**src/rtl/asfifo_wr_arb.sv**
```systemverilog
// Round-robin arbiter sharing one asfifo write port among NREQ requesters.
// A grant lasts until the requester's last beat or MAX_BURST beats. It is also
// released when the port is disabled or the requester idles too long. Every
// FIFO word carries the source ID so the read side can demultiplex.
module asfifo_wr_arb #(
    parameter int unsigned NREQ      = 4,
    parameter int unsigned WIDTH     = 16,
    parameter int unsigned MAX_BURST = 8,
    parameter int unsigned IDLE_TO   = 16
) (
    input  logic                                         clk,
    input  logic                                         rst,
    input  logic [NREQ-1:0]                              req_valid,
    input  logic [NREQ-1:0]                              req_last,
    input  logic [NREQ*WIDTH-1:0]                        req_data,
    output logic [NREQ-1:0]                              req_ready,
    input  logic [NREQ-1:0]                              port_en,
    output logic                                         fifo_wr_en,
    output logic [WIDTH+((NREQ > 1) ? $clog2(NREQ) : 1)-1:0] fifo_wr_data,
    input  logic                                         fifo_wr_full,
    output logic                                         grant_vld,
    output logic [((NREQ > 1) ? $clog2(NREQ) : 1)-1:0]   grant_id
);

    localparam int unsigned IDW = (NREQ > 1) ? $clog2(NREQ) : 1;
    localparam int unsigned BCW = $clog2(MAX_BURST) + 1;
    localparam int unsigned ICW = $clog2(IDLE_TO + 1) + 1;

    typedef enum logic {
        IDLE  = 1'b0,
        BURST = 1'b1
    } state_t;

    state_t           state_q, state_d;
    logic [IDW-1:0]   rr_ptr_q, rr_ptr_d;
    logic [IDW-1:0]   grant_id_d;
    logic             grant_vld_d;
    logic [BCW-1:0]   beat_cnt_q, beat_cnt_d;
    logic [ICW-1:0]   idle_cnt_q, idle_cnt_d;

    logic [NREQ-1:0]  cand;
    logic             win_vld;
    logic [IDW-1:0]   win_id;
    logic [IDW-1:0]   scan_idx;

    logic             sel_valid;
    logic             sel_last;
    logic             sel_en;
    logic [WIDTH-1:0] sel_data;
    logic             xfer;
    logic             burst_end;
    logic [IDW-1:0]   next_ptr;

    // Round-robin scan of enabled, valid requesters starting at rr_ptr
    always_comb begin
        cand     = req_valid & port_en;
        win_vld  = 1'b0;
        win_id   = '0;
        scan_idx = '0;
        for (int unsigned i = 0; i < NREQ; i++) begin
            scan_idx = IDW'((32'(rr_ptr_q) + 32'(i)) % NREQ);
            if (!win_vld && cand[scan_idx]) begin
                win_vld = 1'b1;
                win_id  = scan_idx;
            end
        end
    end

    // Granted requester's signals and the beat-transfer qualifier
    always_comb begin
        sel_valid = req_valid[grant_id];
        sel_last  = req_last[grant_id];
        sel_en    = port_en[grant_id];
        sel_data  = req_data[32'(grant_id)*WIDTH +: WIDTH];
        xfer      = (state_q == BURST) && sel_valid && !fifo_wr_full && sel_en;
        burst_end = xfer && (sel_last || (beat_cnt_q == BCW'(MAX_BURST - 1)));
        if (32'(grant_id) == NREQ - 1) begin
            next_ptr = '0;
        end else begin
            next_ptr = grant_id + IDW'(1);
        end
    end

    // Next-state logic: arbitration in IDLE, beat/idle accounting in BURST
    always_comb begin
        state_d     = state_q;
        rr_ptr_d    = rr_ptr_q;
        grant_id_d  = grant_id;
        grant_vld_d = grant_vld;
        beat_cnt_d  = beat_cnt_q;
        idle_cnt_d  = idle_cnt_q;
        case (state_q)
            IDLE: begin
                if (win_vld) begin
                    state_d     = BURST;
                    grant_vld_d = 1'b1;
                    grant_id_d  = win_id;
                    beat_cnt_d  = '0;
                    idle_cnt_d  = '0;
                end
            end
            BURST: begin
                if (!sel_en) begin
                    // port disabled mid-burst: abandon the grant
                    state_d     = IDLE;
                    grant_vld_d = 1'b0;
                    rr_ptr_d    = next_ptr;
                end else if (fifo_wr_full) begin
                    // back-pressure holds the grant with counters frozen
                    state_d = BURST;
                end else if (sel_valid) begin
                    if (burst_end) begin
                        state_d     = IDLE;
                        grant_vld_d = 1'b0;
                        rr_ptr_d    = next_ptr;
                    end else begin
                        beat_cnt_d = beat_cnt_q + BCW'(1);
                        idle_cnt_d = '0;
                    end
                end else if (IDLE_TO != 0) begin
                    if (idle_cnt_q == ICW'(IDLE_TO - 1)) begin
                        state_d     = IDLE;
                        grant_vld_d = 1'b0;
                        rr_ptr_d    = next_ptr;
                    end else begin
                        idle_cnt_d = idle_cnt_q + ICW'(1);
                    end
                end
            end
            default: begin
                state_d     = IDLE;
                grant_vld_d = 1'b0;
            end
        endcase
    end

    // FIFO-facing outputs follow the live grant and full flag
    always_comb begin
        req_ready    = '0;
        fifo_wr_en   = 1'b0;
        fifo_wr_data = '0;
        if (!rst) begin
            if (state_q == BURST) begin
                req_ready[grant_id] = !fifo_wr_full && sel_en;
            end
            fifo_wr_en = xfer;
            if (grant_vld) begin
                fifo_wr_data = {grant_id, sel_data};
            end
        end
    end

    // State and grant registers
    always_ff @(posedge clk or posedge rst) begin
        if (rst) begin
            state_q    <= IDLE;
            rr_ptr_q   <= '0;
            grant_vld  <= 1'b0;
            grant_id   <= '0;
            beat_cnt_q <= '0;
            idle_cnt_q <= '0;
        end else begin
            state_q    <= state_d;
            rr_ptr_q   <= rr_ptr_d;
            grant_vld  <= grant_vld_d;
            grant_id   <= grant_id_d;
            beat_cnt_q <= beat_cnt_d;
            idle_cnt_q <= idle_cnt_d;
        end
    end

endmodule

```
**config.mk**
```make
export PLATFORM = sky130hd
export DESIGN_NAME = asfifo_wr_arb
export DESIGN_NICKNAME = d
export VERILOG_FILES = /design/src/rtl/asfifo_wr_arb.sv
export SDC_FILE = /design/constraint.sdc
export NUM_CORES = 1
export LEC_CHECK = 0
export ABC_AREA = 1
export BUFFER_PORTS_ARGS = -buffer_cell sky130_fd_sc_hd__clkbuf_2
export CAP_MARGIN = 40
export CORE_UTILIZATION = 50
export DETAILED_ROUTE_END_ITERATION = 12
export PLACE_DENSITY_LB_ADDON = 0.08
export SLEW_MARGIN = 20
export SYNTH_ARGS = -nofsm -noshare
export SYNTH_HDL_FRONTEND = slang
export SYNTH_SLANG_ARGS = --single-unit
```
**constraint.sdc**
```tcl
create_clock -name clk -period 4.5 [get_ports clk]
set_input_delay 0.9 -clock clk [delete_from_list [all_inputs] [get_ports clk]]
set_output_delay 0.9 -clock clk [all_outputs]
set_load 0.03 [all_outputs]
```
[After elaboration in Yosys (flattened, before gate mapping)]
Index checks and enable logic that the tools add are counted.
W data, S select, Z words.
Word-level totals
  register bits after elaboration: 16
  bits in latches: 0
  RAM bits: 0
  memory bits (read-only): 0
  bits of input ports: 79
  memories kept: 0
Cells by class
  $add $sub $neg: 6
  $mul: 0
  div/mod/pow operators: 0
  order comparisons: 6
  equality and inequality tests: 16
  shifts and indexed selects: 1
  multiplexer cells: 62
  bitwise operators: 3
  reduce and logical (&&, ||, !) cells: 19
Operators with widths (count)
  $shiftx A64 B7 Y16: 1
  $mux W18: 2
  $mux W6: 6
  $mux W4: 7
  $mux W1: 25
  $mux W2: 10
  $lt A2 B3 Y1 const B: 5
  $bmux W1 S2: 7
  $pmux W6 S2: 1
  $reduce_and A5 Y1: 2
  $logic_and A1 B1 Y1: 9
  $ne A3 B3 Y1 const B: 3
  $and A4 B4 Y4: 2
  $ne A2 B2 Y1 const B: 4
  $ne A4 B3 Y1 const B: 2
  $pmux W4 S2: 1
  $reduce_and A4 Y1: 2
  $add A6 B1 Y6 const B: 1
  $eq A6 B4 Y1 const B: 1
  $ne A3 B2 Y1 const B: 2
  $add A2 B1 Y2 const B: 2
  $add A2 B2 Y2 const B: 2
  $add A4 B1 Y4 const B: 1
  $eq A4 B3 Y1 const B: 1
  other kinds (9): 14

[Longest topological paths before layout]
Gate-level depths: netlist (run 1).
  depth after elaboration: 15
  gate-level depth with buffers: 12
  mapped depth without buffers: 12

[Least setup slack after synthesis (run 1)]
No wires, ideal clock.
  path kind: input -> output
  start point: in rst
  end point: out fifo_wr_data[10] in the netlist's numbering
  arrival time: 2.292 ns
  required time: 3.600 ns
  setup slack: 1.308 ns
  stages on the path: 4
  path through: inv_1 nand2_1 clkbuf_1 a21oi_1
On the way
  word-level cells in the longest chain between the ends: 1
Ends and longest elaborated chain
  start: declaration: RTL line 12  | input logic rst,
  $mux W18: RTL line 142  | if (!rst) begin
  end: declaration: RTL line 19  | output logic [WIDTH+((NREQ > 1) ? $clog2(NREQ) : 1)-1:0] fifo_wr_data,
No other way between the ends.

[Worst setup path in the final report (run 1)]
  start point: reg grant_id[1] in the netlist's numbering
  end point: out fifo_wr_en
On the way
  word-level cells in the longest chain between the ends: 6
Ends and longest elaborated chain
  start: declaration: RTL line 22  | output logic [((NREQ > 1) ? $clog2(NREQ) : 1)-1:0] grant_id
  start signal: assignment: RTL line 166  | grant_id <= grant_id_d;
  $bmux W1 S2: RTL line 71  | sel_valid = req_valid[grant_id];
  $mux W1 (not written as such): RTL line 71
  $logic_and A1 B1 Y1 (2 in a row): RTL line 75  | xfer = (state_q == BURST) && sel_valid && !fifo_wr_full && sel_en;
  $logic_and A1 B1 Y1 *: RTL line 75
  $mux W1 *: RTL line 142
  end: declaration: RTL line 18  | output logic fifo_wr_en,
Mark *: on every way between the ends. The rest lies on a longest branch, timed or not. The select of a mux whose other input is x is not followed.

==> results of run 1 <==
==> layer usage <==
metal,vias up,wire (um)
met5,-,0
met4,0,104
met3,13,362
met2,76,2778
met1,1054,2395
li1,1266,-
==> state kept, by name, summed over array words and instances, names as in the netlist <==
register	cells
state_q	1
beat_cnt_q	4
rr_ptr_q	2
idle_cnt_q	6
grant_vld	1
grant_id	2
==> cells by family (layout without fill, tap and decap cells) <==
kind of cell | Yosys count | after routing | synth area share, %
adders and majority gates | 6 | 6 | 3.727
xor gates and xnor gates | 6 | 6 | 3.540
and+or+nand+nor | 213 | 213 | 50.74
DFF | 16 | 16 | 19.88
AOI/OAI and AO/OA | 54 | 54 | 13.79
buffers and inverters | 35 | 129 | 8.323
==> cells in the final DEF, fill, tap and decap left out, drive strengths merged <==
cell type / synthesis / final
clkbuf: 5 / 108
nor2: 86 / 86
nand2: 82 / 82
o21ai: 36 / 36
nand3: 36 / 36
inv: 18 / 18
a21oi: 16 / 16
dfrtp: 16 / 16
ha: 6 / 6
xor2: 5 / 5
nor3: 3 / 3
nand4: 2 / 2
nor4: 2 / 2
buf: 11 / 2
clkinv: 1 / 1
nand3b: 1 / 1
xnor2: 1 / 1
a31oi: 1 / 1
or2: 1 / 1
a22oi: 1 / 1
==> power breakdown <==
group	internal [mW]	leakage [nW]	switching, mW
Sequential	0.192	0.207	0.0985
Clock	0.0776	0.0288	0.0499
Combinational	0.382	1.20	0.784
Total	0.652	1.44	0.933
==> critical path, stage by stage (launching register included) <==
cell,delay [ns]
dfrtp_1,0.87
inv_1,0.58
nand3_2,0.25
nand2_2,0.10
nor2_4,0.16
inv_2,0.07
nor4_1,0.21
clkbuf_2,0.26
==> final cells by class <==
class                           count  share of cell area, %
Clock buffer                        4                  2.140
Inverter                           19                  2.918
Sequential cell                    16                  15.56
Tap cell                           48                  2.335
Timing Repair Buffer              106                  20.82
Multi-Input combinational cell    279                  56.23
==> path summary, 6_finish.rpt <==
kind | startpoint | end | slack [ns]
setup / recovery | grant_id[1] | fifo_wr_en | 0.84
hold reg to reg | beat_cnt_q[1] | beat_cnt_q[1] | 0.51
min in group asynchronous | rst | grant_vld | 0.68
hold / removal | beat_cnt_q[1] | beat_cnt_q[1] | 0.51
max in group asynchronous | rst | beat_cnt_q[0] | 3.63
setup reg to reg | grant_id[1] | idle_cnt_q[0] | 1.83
==> qor.yml, run 1 <==
run_status:
  status: "finished clean"
synth:
  seq_area_frac_synth_pct: 19.88
  synth_warnings: 0
  synthArstFlopShare_pct: 100.0
  synth_top_cell_area_share_pct: 19.88
  synth-edff-count: 0
  ys.flop_type: "dfrtp_1"
  syn_inst: 330
  ys_top_cells_by_count: "nor2_1 (79), nand2_1 (72), o21ai_0 (32)"
  yosys.area.top_type: "dfrtp_1"
  ys_top_cells_by_area: "dfrtp_1 (20%), nor2_1 (15%), nand2_1 (13%), o21ai_0 (8.0%), nand3_1 (7.0%)"
  synth.most_common_cell: "nor2_1"
  syn_avg_cell_area_um2: 6.104
  ys_seq_elements: 16
  syn-num-nets: 415
  yosysUniqueCellTypes: 34
  synth_area_um2: 2014
worst_setup_path:
  r2r_cells: 11
  cp_max_fo: 24
  crit_path_start_kind: "register"
  endpoint_kind: "output pin"
  cp_data_arrival_time_ns: 2.76
  crit_type: "reg -> out"
  crit_required_ns: 3.60
detailed_routing:
  via_count: 2409
  dr.first_iter.drc_count: 144
  routedWlPerCell_um: 11.95
  wl_mm: 5.641
  ant_nets: 0
  drt-pass1-iter-count: 4
  viasPerCell: 5.104
  drc: 0
min_path:
  hold_path_class: "reg -> reg"
  worst_hold_path.num_cells: 2
place:
  io_buffers: 104
  placed_area_um2: 2517
  dpl.cell_count: 468
  pre_cts_slack_ns: 1.122
  gp_congestion: 0.7996
  place_hpwl_mm: 4.319
floorplanning:
  die_h_um: 65.48
  initial_core_util_pct: 53.42
  die_area_um2: 4287
  ioPinCount: 105
  fp.dieW_um: 65.48
  coreArea_um2: 3771
  fp-row-count: 22
global_route:
  met3_usage_pct: 4.514
  first_global_vias: 2169
  antenna_found_initial: 0
  grt_overflow: 0
  grt_pass1_wl_mm: 9.018
  met1_usage_pct: 29.71
  grt_max_degree: 43
  top_usage_layer: "met2"
  use_met2_pct: 49.36
  track_usage_pct: 26.50
timing:
  fin_ws_ns: 0.8433
  timing.slew.headroom_pct: 45.64
  period_needed_ns: 3.657
  fmax_ghz: 0.2735
  finClkSkew_ns: 0.003986
  grt_setup_unrepaired: "false"
  worst_slew_pin_slew_ns: 0.8154
  fin_tns_setup_ns: 0
  period_share_pct: 81.26
  maxSlewViolCount: 0
  setup_viol: 0
  finalHoldWorstSlack_ns: 0.5084
  hold_viol: 0
layout:
  multi_input_area_um2: 1446
  nNetsFinal: 510
  area_growth_pct: 27.70
  stdcell_area_um2: 2572
  num-fill-cells: 366
  seq_area_um2: 400.4
  final_cells: 472
  final_util_pct: 68.22
  antenna_cells: 0
  final_layout_size_suffix_gt1_share_pct: 33.73
power:
  p_leak_nw: 1.438
  ir_drop_mv: 0.3695
  finalPower_mw: 1.585
  power.density_nw_per_um2: 616.2
clock_tree:
  clk_latency_ns: 0.25
  post_cts_buffers: 0
  clock_sinks: 16
  cts_made_buffers: 3
  cts_max_path_buffers: 2
  cts_tree: "built"
  cts_resized: 0
  cts_hold_buf: 0
  root_buffer: "clkbuf_8"
  htree_levels: 1
  clkTransAtPathRegs_ns: 0.07
flow_run:
  cap_viol_max_count: 0
Power figures use the tool's default switching activity.
==> run 2: changes to the inputs <==
- ABC_AREA: 1 -> 0
- CORE_UTILIZATION: 50 -> 43
- clock period: 4.5 -> 3.7 ns (I/O delays scaled with it)
==> qor.yml, run 2 <==
run_status:
  status: "finished clean"
global_route:
  track_usage_pct: 23.86
  grt_max_degree: 31
  grt_overflow: 0
  first_global_vias: 1686
  grt_pass1_wl_mm: 7.714
  antenna_found_initial: 0
floorplanning:
  ioPinCount: 105
  initial_core_util_pct: 45.32
  die_area_um2: 4171
  die_h_um: 64.58
  coreArea_um2: 3716
  fp.dieW_um: 64.58
  fp-row-count: 22
synth:
  seq_area_frac_synth_pct: 23.77
  ys_top_cells_by_count: "and3_1 (21), dfrtp_1 (16), nand2_1 (15)"
  synthSimpleGateAreaFrac_pct: 23.92
  yosys.area.top_type: "dfrtp_1"
  synth.most_common_cell: "and3_1"
  syn_avg_cell_area_um2: 10.08
  ys_seq_elements: 16
  synth-xor-area-share_pct: 0
  synth_compound_area_share_pct: 12.85
  synthArstFlopShare_pct: 100.0
  yosysUniqueCellTypes: 44
  synth_warnings: 0
  synth_area_um2: 1684
  synth-edff-count: 0
  synth_top_family_by_area: "multiplexers"
  synthMuxAreaShare_pct: 30.83
  synth_top_cell_area_share_pct: 23.77
  syn_inst: 167
  ys_top_cells_by_area: "dfrtp_1 (24%), mux4_2 (17%), mux4_1 (11%), and3_1 (7.8%), ha_1 (4.5%)"
  synth_fa_ha_area_share_pct: 4.458
  ys.flop_type: "dfrtp_1"
  syn-num-nets: 252
timing:
  timing.slew.headroom_pct: 47.23
  worst_slew_pin_slew_ns: 0.7907
  maxSlewViolCount: 0
  grt_setup_unrepaired: "false"
  fmax_ghz: 0.3509
  period_needed_ns: 2.850
  setup_viol: 0
  hold_viol: 0
  fin_tns_setup_ns: 0
  finalHoldWorstSlack_ns: 0.5307
  fin_ws_ns: 0.8504
  finClkSkew_ns: 0.002503
  period_share_pct: 77.02
detailed_routing:
  via_count: 1788
  drt-pass1-iter-count: 4
  ant_nets: 0
  drc: 0
  wl_mm: 4.834
  viasPerCell: 5.605
  routedWlPerCell_um: 15.15
  dr.first_iter.drc_count: 69
place:
  io_buffers: 104
  place_hpwl_mm: 3.918
  dpl.cell_count: 315
  pre_cts_slack_ns: 0.8619
  gp_congestion: 0.7985
clock_tree:
  cts_made_buffers: 3
  cts_tree: "built"
  clock_sinks: 16
  htree_levels: 1
  cts_max_path_buffers: 2
  clk_latency_ns: 0.25
  clkTransAtPathRegs_ns: 0.07
  root_buffer: "clkbuf_8"
  cts_hold_buf: 0
  post_cts_buffers: 0
  cts_resized: 0
worst_setup_path:
  crit_required_ns: 2.96
  cp_data_arrival_time_ns: 2.11
  crit_path_start_kind: "input port"
  crit_type: "in -> out"
  cp_max_fo: 8
  endpoint_kind: "output pin"
min_path:
  hold_path_class: "reg -> reg"
layout:
  top_register: "idle_cnt_q"
  final_cells: 319
  area_growth_pct: 36.55
  final_cell_mix: "clkbuf_2 (104), and3_1 (21), dfrtp_1 (16)"
  largest_reg_flops: 6
  final_util_pct: 61.89
  antenna_cells: 0
  nNetsFinal: 357
  final_layout_size_suffix_gt1_share_pct: 47.97
  final_common_cell: "clkbuf_2"
  largestRegisters: "idle_cnt_q x6, beat_cnt_q x4"
flow_run:
  cap_viol_max_count: 0
power:
  p_leak_nw: 1.208
  ir_drop_mv: 0.4780
  power.density_nw_per_um2: 575.5
[run 2: report_power, final]
part / total [mW] / switching, mW / internal (mW) / leakage, nW
clock network: 0.156 / 0.0620 / 0.0944 / 0.0288
registers: 0.302 / 0.0848 / 0.217 / 0.211
logic: 0.865 / 0.473 / 0.392 / 0.969
[run 2: cells by family after synthesis]
kind of cell | Yosys count
muxes | 24
DFF | 16
and+or+nand+nor | 73
buffers and inverters | 14
AOI/OAI and AO/OA | 34
adders and majority gates | 6
[run 2: final timing paths]
check / startpoint / to / slack (ns) / depth (start not counted)
max: port_en[0] / fifo_wr_en / 0.85 / 5
min: beat_cnt_q[0] / beat_cnt_q[0] / 0.53 / 1
max reg2reg: grant_id[0] / idle_cnt_q[3] / 1.35 / 6
min reg2reg: beat_cnt_q[0] / beat_cnt_q[0] / 0.53 / 1
max in group asynchronous: rst / state_q / 2.45 / 3
min in group asynchronous: rst / grant_vld / 0.61 / 2
[run 2: critical path, stage by stage]
cell and delay (ns):
clkbuf_2 0.10, mux4_1 0.57, and2_1 0.29, and3_1 0.23, clkbuf_2 0.18
[run 2: metrics by stage]
stage               area, um^2  total power, mW
floorplan                 1684           0.9557
global placement          2240            1.163
detailed placement        2245            1.169
CTS                       2300            1.329
global route              2300            1.421
finish                    2300            1.324
[run 2: per-layer routing]
layer / global-route usage, % / wire length (um) / up-vias
li1: - / - / 867
met1: 29.89 / 2057 / 844
met2: 43.29 / 2489 / 69
met3: 2.817 / 224 / 8
met4: 6.111 / 63 / 0
met5: 0 / 0 / -
[run 2: cell type report]
class                      count  area [um^2]
multi-input combinational    137         1214
timing repair buffer         108        548.0
sequential                    16        400.4
fill                         348         1416
clock buffer                   4        55.05
tap                           48        60.06
inverter                       6        22.52
